[src/rtl/alu_op_encoder_pkg.sv]
// Shared ALU opcode and request-select definitions.
// The encoder and the opcode decoder both import this package, so the two sides cannot drift apart.
package alu_op_encoder_pkg;

    localparam int OPW_DEFAULT = 5;
    localparam int SHW_DEFAULT = 5;
    localparam int NUM_SEL     = 6;

    localparam logic [4:0] ALU_OP_ADD = 5'b00000;
    localparam logic [4:0] ALU_OP_SUB = 5'b00001;
    localparam logic [4:0] ALU_OP_AND = 5'b00010;
    localparam logic [4:0] ALU_OP_OR  = 5'b00011;
    localparam logic [4:0] ALU_OP_SLL = 5'b00100;
    localparam logic [4:0] ALU_OP_SRA = 5'b00101;

    localparam int SEL_ADD = 0;
    localparam int SEL_SUB = 1;
    localparam int SEL_AND = 2;
    localparam int SEL_OR  = 3;
    localparam int SEL_SLL = 4;
    localparam int SEL_SRA = 5;

endpackage

[src/rtl/alu_op_encoder_onehot_to_alu_op.sv]
// Combinational mapping from a one-hot operation select to the ALU opcode.
// It also flags shift operations and reports whether the select is legal.
module onehot_to_alu_op
    import alu_op_encoder_pkg::*;
(
    input  logic [NUM_SEL-1:0] sel,
    output logic [4:0]         op,
    output logic               is_shift,
    output logic               onehot_ok
);

    always_comb begin
        onehot_ok = (sel != '0) && ((sel & (sel - 1'b1)) == '0);
        op        = ALU_OP_ADD;
        if (sel[SEL_SUB]) op = ALU_OP_SUB;
        if (sel[SEL_AND]) op = ALU_OP_AND;
        if (sel[SEL_OR])  op = ALU_OP_OR;
        if (sel[SEL_SLL]) op = ALU_OP_SLL;
        if (sel[SEL_SRA]) op = ALU_OP_SRA;
        is_shift  = onehot_ok && (sel[SEL_SLL] || sel[SEL_SRA]);
    end

endmodule

[src/rtl/alu_op_encoder.sv]
// Encodes one-hot ALU requests into opcodes and buffers them in a small FIFO.
// A valid/ready handshake feeds the ALU side; illegal selects are consumed and flagged.
module alu_op_encoder
    import alu_op_encoder_pkg::*;
#(
    parameter int DEPTH = 2,
    parameter int OPW   = OPW_DEFAULT,
    parameter int SHW   = SHW_DEFAULT
) (
    input  logic                       clock,
    input  logic                       reset,
    input  logic                       in_valid,
    output logic                       in_ready,
    input  logic [NUM_SEL-1:0]         in_sel,
    input  logic [SHW-1:0]             in_shamt,
    output logic                       out_valid,
    input  logic                       out_ready,
    output logic [OPW-1:0]             out_op,
    output logic [SHW-1:0]             out_shamt,
    output logic                       err_onehot,
    output logic [$clog2(DEPTH+1)-1:0] count
);

    localparam int CNTW = $clog2(DEPTH + 1);
    localparam int PTRW = (DEPTH > 1) ? $clog2(DEPTH) : 1;
    localparam logic [PTRW-1:0] PTR_LAST = PTRW'(DEPTH - 1);

    logic [4:0]     enc_op;
    logic           enc_is_shift;
    logic           enc_ok;

    logic [CNTW-1:0] count_reg;
    logic [PTRW-1:0] wptr_reg;
    logic [PTRW-1:0] rptr_reg;
    logic            err_reg;

    logic [OPW-1:0] op_mem    [DEPTH];
    logic [SHW-1:0] shamt_mem [DEPTH];

    logic push_any;
    logic push_wr;
    logic pop;

    onehot_to_alu_op u_enc (
        .sel       (in_sel),
        .op        (enc_op),
        .is_shift  (enc_is_shift),
        .onehot_ok (enc_ok)
    );

    // in_ready comes from occupancy alone, keeping out_ready off the input path.
    assign in_ready  = (count_reg < CNTW'(DEPTH));
    assign out_valid = (count_reg != '0);
    assign push_any  = in_valid && in_ready;
    assign push_wr   = push_any && enc_ok;
    assign pop       = out_valid && out_ready;

    // Gate the head with out_valid so an empty FIFO shows zeros rather than stale data.
    assign out_op     = out_valid ? op_mem[rptr_reg]    : '0;
    assign out_shamt  = out_valid ? shamt_mem[rptr_reg] : '0;
    assign err_onehot = err_reg;
    assign count      = count_reg;

    generate
        for (genvar gi = 0; gi < DEPTH; gi++) begin : g_entry
            always_ff @(posedge clock) begin
                if (!reset && push_wr && (wptr_reg == PTRW'(gi))) begin
                    op_mem[gi]    <= OPW'(enc_op);
                    shamt_mem[gi] <= enc_is_shift ? in_shamt : '0;
                end
            end
        end
    endgenerate

    always_ff @(posedge clock) begin
        if (reset) begin
            count_reg <= '0;
            wptr_reg  <= '0;
            rptr_reg  <= '0;
            err_reg   <= 1'b0;
        end else begin
            err_reg <= push_any && !enc_ok;
            if (push_wr) begin
                wptr_reg <= (wptr_reg == PTR_LAST) ? '0 : wptr_reg + 1'b1;
            end
            if (pop) begin
                rptr_reg <= (rptr_reg == PTR_LAST) ? '0 : rptr_reg + 1'b1;
            end
            if (push_wr && !pop) begin
                count_reg <= count_reg + 1'b1;
            end else if (pop && !push_wr) begin
                count_reg <= count_reg - 1'b1;
            end
        end
    end

endmodule
[config.mk]
export PLATFORM = sky130hd
export DESIGN_NAME = alu_op_encoder
export DESIGN_NICKNAME = d
export VERILOG_FILES = /design/src/rtl/alu_op_encoder_pkg.sv /design/src/rtl/alu_op_encoder_onehot_to_alu_op.sv /design/src/rtl/alu_op_encoder.sv
export SDC_FILE = /design/constraint.sdc
export NUM_CORES = 1
export LEC_CHECK = 0
export ABC_AREA = 0
export BUFFER_PORTS_ARGS = -buffer_cell sky130_fd_sc_hd__buf_2
export CORE_MARGIN = 2
export CORE_UTILIZATION = 49
export CTS_CLUSTER_SIZE = 12
export DETAILED_ROUTE_END_ITERATION = 6
export GPL_ROUTABILITY_DRIVEN = 0
export GPL_TIMING_DRIVEN = 0
export PLACE_DENSITY = 0.8
export SLEW_MARGIN = 20
export SYNTH_ARGS = -nofsm -noshare
export SYNTH_HDL_FRONTEND = slang
export SYNTH_SLANG_ARGS = --single-unit
[constraint.sdc]
create_clock -name clock -period 2.5 [get_ports clock]
set_input_delay 0.25 -clock clock [delete_from_list [all_inputs] [get_ports clock]]
set_output_delay 0.25 -clock clock [all_outputs]
set_load 0.05 [all_outputs]
==> results_dict.tcl <==
set metrics [dict create \
    arrival_ns 2.33 \
    path_delay_family "simple AND/OR/NAND/NOR gates" \
    synth_simple_gate_area_frac 0.151 \
    synth_top_area_share 0.472 \
    syn-cell-area_mm2 0.00102 \
    fin_area_mm2 0.00121 \
    crit_chain "buf_2 -> or4_4 -> maj3_2 -> a211oi_2 -> ha_1 -> or3_1 -> a21oi_1" \
    cts_tree "done" \
    largest_reg_flops 10 \
    hp-start "in_shamt[2]" \
    endpoint_kind "register" \
    max_freq_mhz 476 \
    min_to "shamt_mem[0][2]$_DFFE_PP_" \
    synth_warnings 0 \
    design.core.area_mm2 0.00196 \
    cts.sinks 22 \
    crit_buf_inv 1 \
    ys_seq_area_frac 0.590 \
    first_global_vias 692 \
    regArea_um2 601 \
    setup_viol 0 \
    setup_tns_ns 0 \
    first_iter_violations 10 \
    grt_antenna_before_repair 0 \
    grt-ovfl-total 0 \
    die_w_um 49.6 \
    ys_ff_latch 22 \
    post_cts_buffers 0 \
    ys_types 28 \
    drive_gt1_frac 0.294 \
    slowest_stage "or4_4" \
    post-route-drc-count 0 \
    stdcell_count 146 \
    synth.area.top_cells "edfxtp_1 47%, dfxtp_1 12%, mux2i_1 7.9%" \
    min_period_ns 2.10 \
    antennaDiodeCount 0 \
    synth.largest_area_cell "edfxtp_1" \
    final_antenna_net_count 0 \
    status "finished, final reports clean" \
    hold_viol 0 \
    timing.rr.start "count[1]$_SDFFE_PP0P_" \
    path_class "in -> reg" \
    leakagePower_nw 0.517 \
    power_density_mw_per_mm2 974 \
    rr_worst_depth 6 \
    synthMuxAreaShare 0.0898 \
    initial_core_util 0.518 \
    root_buffer "clkbuf_4" \
    max_stage_delay_ns 0.54 \
    dp.cells 142 \
    syn_to_final_growth_pct 19.1 \
    clk_pin_slew_ns 0.12 \
    slew_viol_final 0 \
    final.setup_skew_ns 0.00431 \
    dr.pass1.iters 4 \
    r2r_slack_ns 0.85 \
    placed_area_mm2 0.00118 \
    cts_buffers 3 \
    syn_area_per_cell_um2 11.6 \
    port-buffer-count 26 \
    grt_pass1_wl_um 2760 \
    multiInputGateArea_um2 383 \
    clock_path_buffers 2 \
    die_y_um 49.6 \
    vias_per_cell 4.89 \
    grtUsageTotal 0.144 \
    post-route-util 0.617 \
    ctsResizeCount 0 \
    clock_latency_ns 0.29 \
    finalCritPeriodShare 0.841 \
    cp_max_fo 3 \
    synth_top_family_by_area "simple AND/OR/NAND/NOR gates" \
    slew_headroom 0.588 \
    critical_path.startpoint_type "input port" \
    grt_max_degree 13 \
    netlist_instances 88 \
    cts_hold_buf 0 \
    hpwl_um 1260 \
    htreeDepth 1 \
    rows 16 \
    peakVddDrop_mv 0.515 \
    synth_compound_area_frac 0.0615 \
    wl_um 1680 \
    dieArea_mm2 0.00246 \
    whs_path_depth 2 \
    min_path_type "in -> reg" \
    io_pins 30 \
    maxCapViolations 0 \
    wl_per_cell_um 11.5 \
    rsz0062_at_grt "no" \
    worst_pin_slew_ns 0.616 \
    via_count 714 \
    nets 136 \
    reg2reg_to "count[1]$_SDFFE_PP0P_" \
    num-fill-cells 193 \
    required_ns 2.73 \
    synthAdderAreaFrac 0.0234 \
    synth_xor_xnor_area_share 0.0431 \
]
## layout make-up
type                       instances  area share
inverter                           4      0.0124
timing repair buffer              26       0.107
tap                               27      0.0279
clock buffer                       3      0.0186
clock inverter                     1     0.00310
buffer                             4      0.0186
sequential                        22       0.496
multi-input combinational         59       0.316
## worst max-delay path by stage
| stage | to | cells past startpoint | slack, ns | from |
|---|---|---|---|---|
| final | count[1]$_SDFFE_PP0P_ | 7 | 0.40 | in_sel[0] |
| after global routing | count[1]$_SDFFE_PP0P_ | 7 | 0.36 | in_sel[0] |
| after CTS | count[1]$_SDFFE_PP0P_ | 7 | 0.39 | in_sel[0] |
| after detailed placement | count[1]$_SDFFE_PP0P_ | 7 | 0.09 | in_sel[0] |
| after global placement | count[1]$_SDFFE_PP0P_ | 7 | 0.15 | in_sel[0] |
| after floorplan | count[1]$_SDFFE_PP0P_ | 6 | 0.33 | count[1]$_SDFFE_PP0P_ |
## per-stage QoR
stage          hold slack (ns)  total power [mW]  worst slack, ns
6_report                 0.252              1.18            0.397
4_1_cts                  0.256              1.18            0.392
5_1_grt                  0.254              1.23            0.357
3_5_place_dp             0.500              1.03           0.0885
3_3_place_gp             0.485              1.02            0.152
2_1_floorplan            0.450             0.908            0.331
## power by group
part           leakage [nW]  total (mW)  internal, mW  switching, mW
Clock                0.0154       0.155        0.0579         0.0970
Combinational         0.300       0.578         0.144          0.434
Sequential            0.201       0.447         0.423         0.0240
Total                 0.517        1.18         0.624          0.555
## routing by layer
metal,track usage,routed length [um],part of all wire,vias to the layer above
met5,0,0,0,-
met2,0.289,883,0.53,16
met3,0.00909,53,0.032,2
li1,-,-,-,364
met4,0.0417,14,0.0084,0
met1,0.160,725,0.43,332
## cell usage after synthesis
| cell | count |
|---|---|
| nor2_1 | 17 |
| edfxtp_1 | 16 |
| mux2i_1 | 8 |
| dfxtp_1 | 6 |
| and2_1 | 5 |
| a21oi_1 | 4 |
| inv_1 | 4 |
| xor2_1 | 4 |
| o21ai_0 | 3 |
| buf_4 | 2 |
| nor3_1 | 2 |
| a211oi_2 | 1 |
| and3_1 | 1 |
| and3b_1 | 1 |
| buf_1 | 1 |
| clkbuf_1 | 1 |
| conb_1 | 1 |
| ha_1 | 1 |
| maj3_2 | 1 |
| mux2_1 | 1 |
| nand2_1 | 1 |
| nor2b_1 | 1 |
| o211ai_1 | 1 |
| o21bai_1 | 1 |
| or2_2 | 1 |
| or3_1 | 1 |
| or4_4 | 1 |
| xnor2_1 | 1 |
## placed cells by master, fill, tap and decap left out, drive strengths merged, types with 2 or more instances in the layout
| cell | count |
|---|---|
| a21oi | 4 |
| and2 | 5 |
| buf | 29 |
| clkbuf | 4 |
| conb | 2 |
| dfxtp | 6 |
| edfxtp | 16 |
| inv | 4 |
| mux2i | 8 |
| nor2 | 17 |
| nor3 | 2 |
| o21ai | 3 |
| xor2 | 4 |
## worst reg2reg max path, stage by stage (launching register included)
cell	delay [ns]
dfxtp_1	0.37
inv_1	0.08
nand2_1	0.09
a211oi_2	0.24
ha_1	0.31
or3_1	0.36
a21oi_1	0.14
## cell families after synthesis
group | count (synthesis)
AO/OA/AOI/OAI | 10
adder cells (fa/ha/maj) | 2
buffers and inverters | 8
AND/OR/NAND/NOR | 31
multiplexers | 9
other | 1
flip-flops | 22
XOR/XNOR | 5
(Power assumes the default switching activity.)
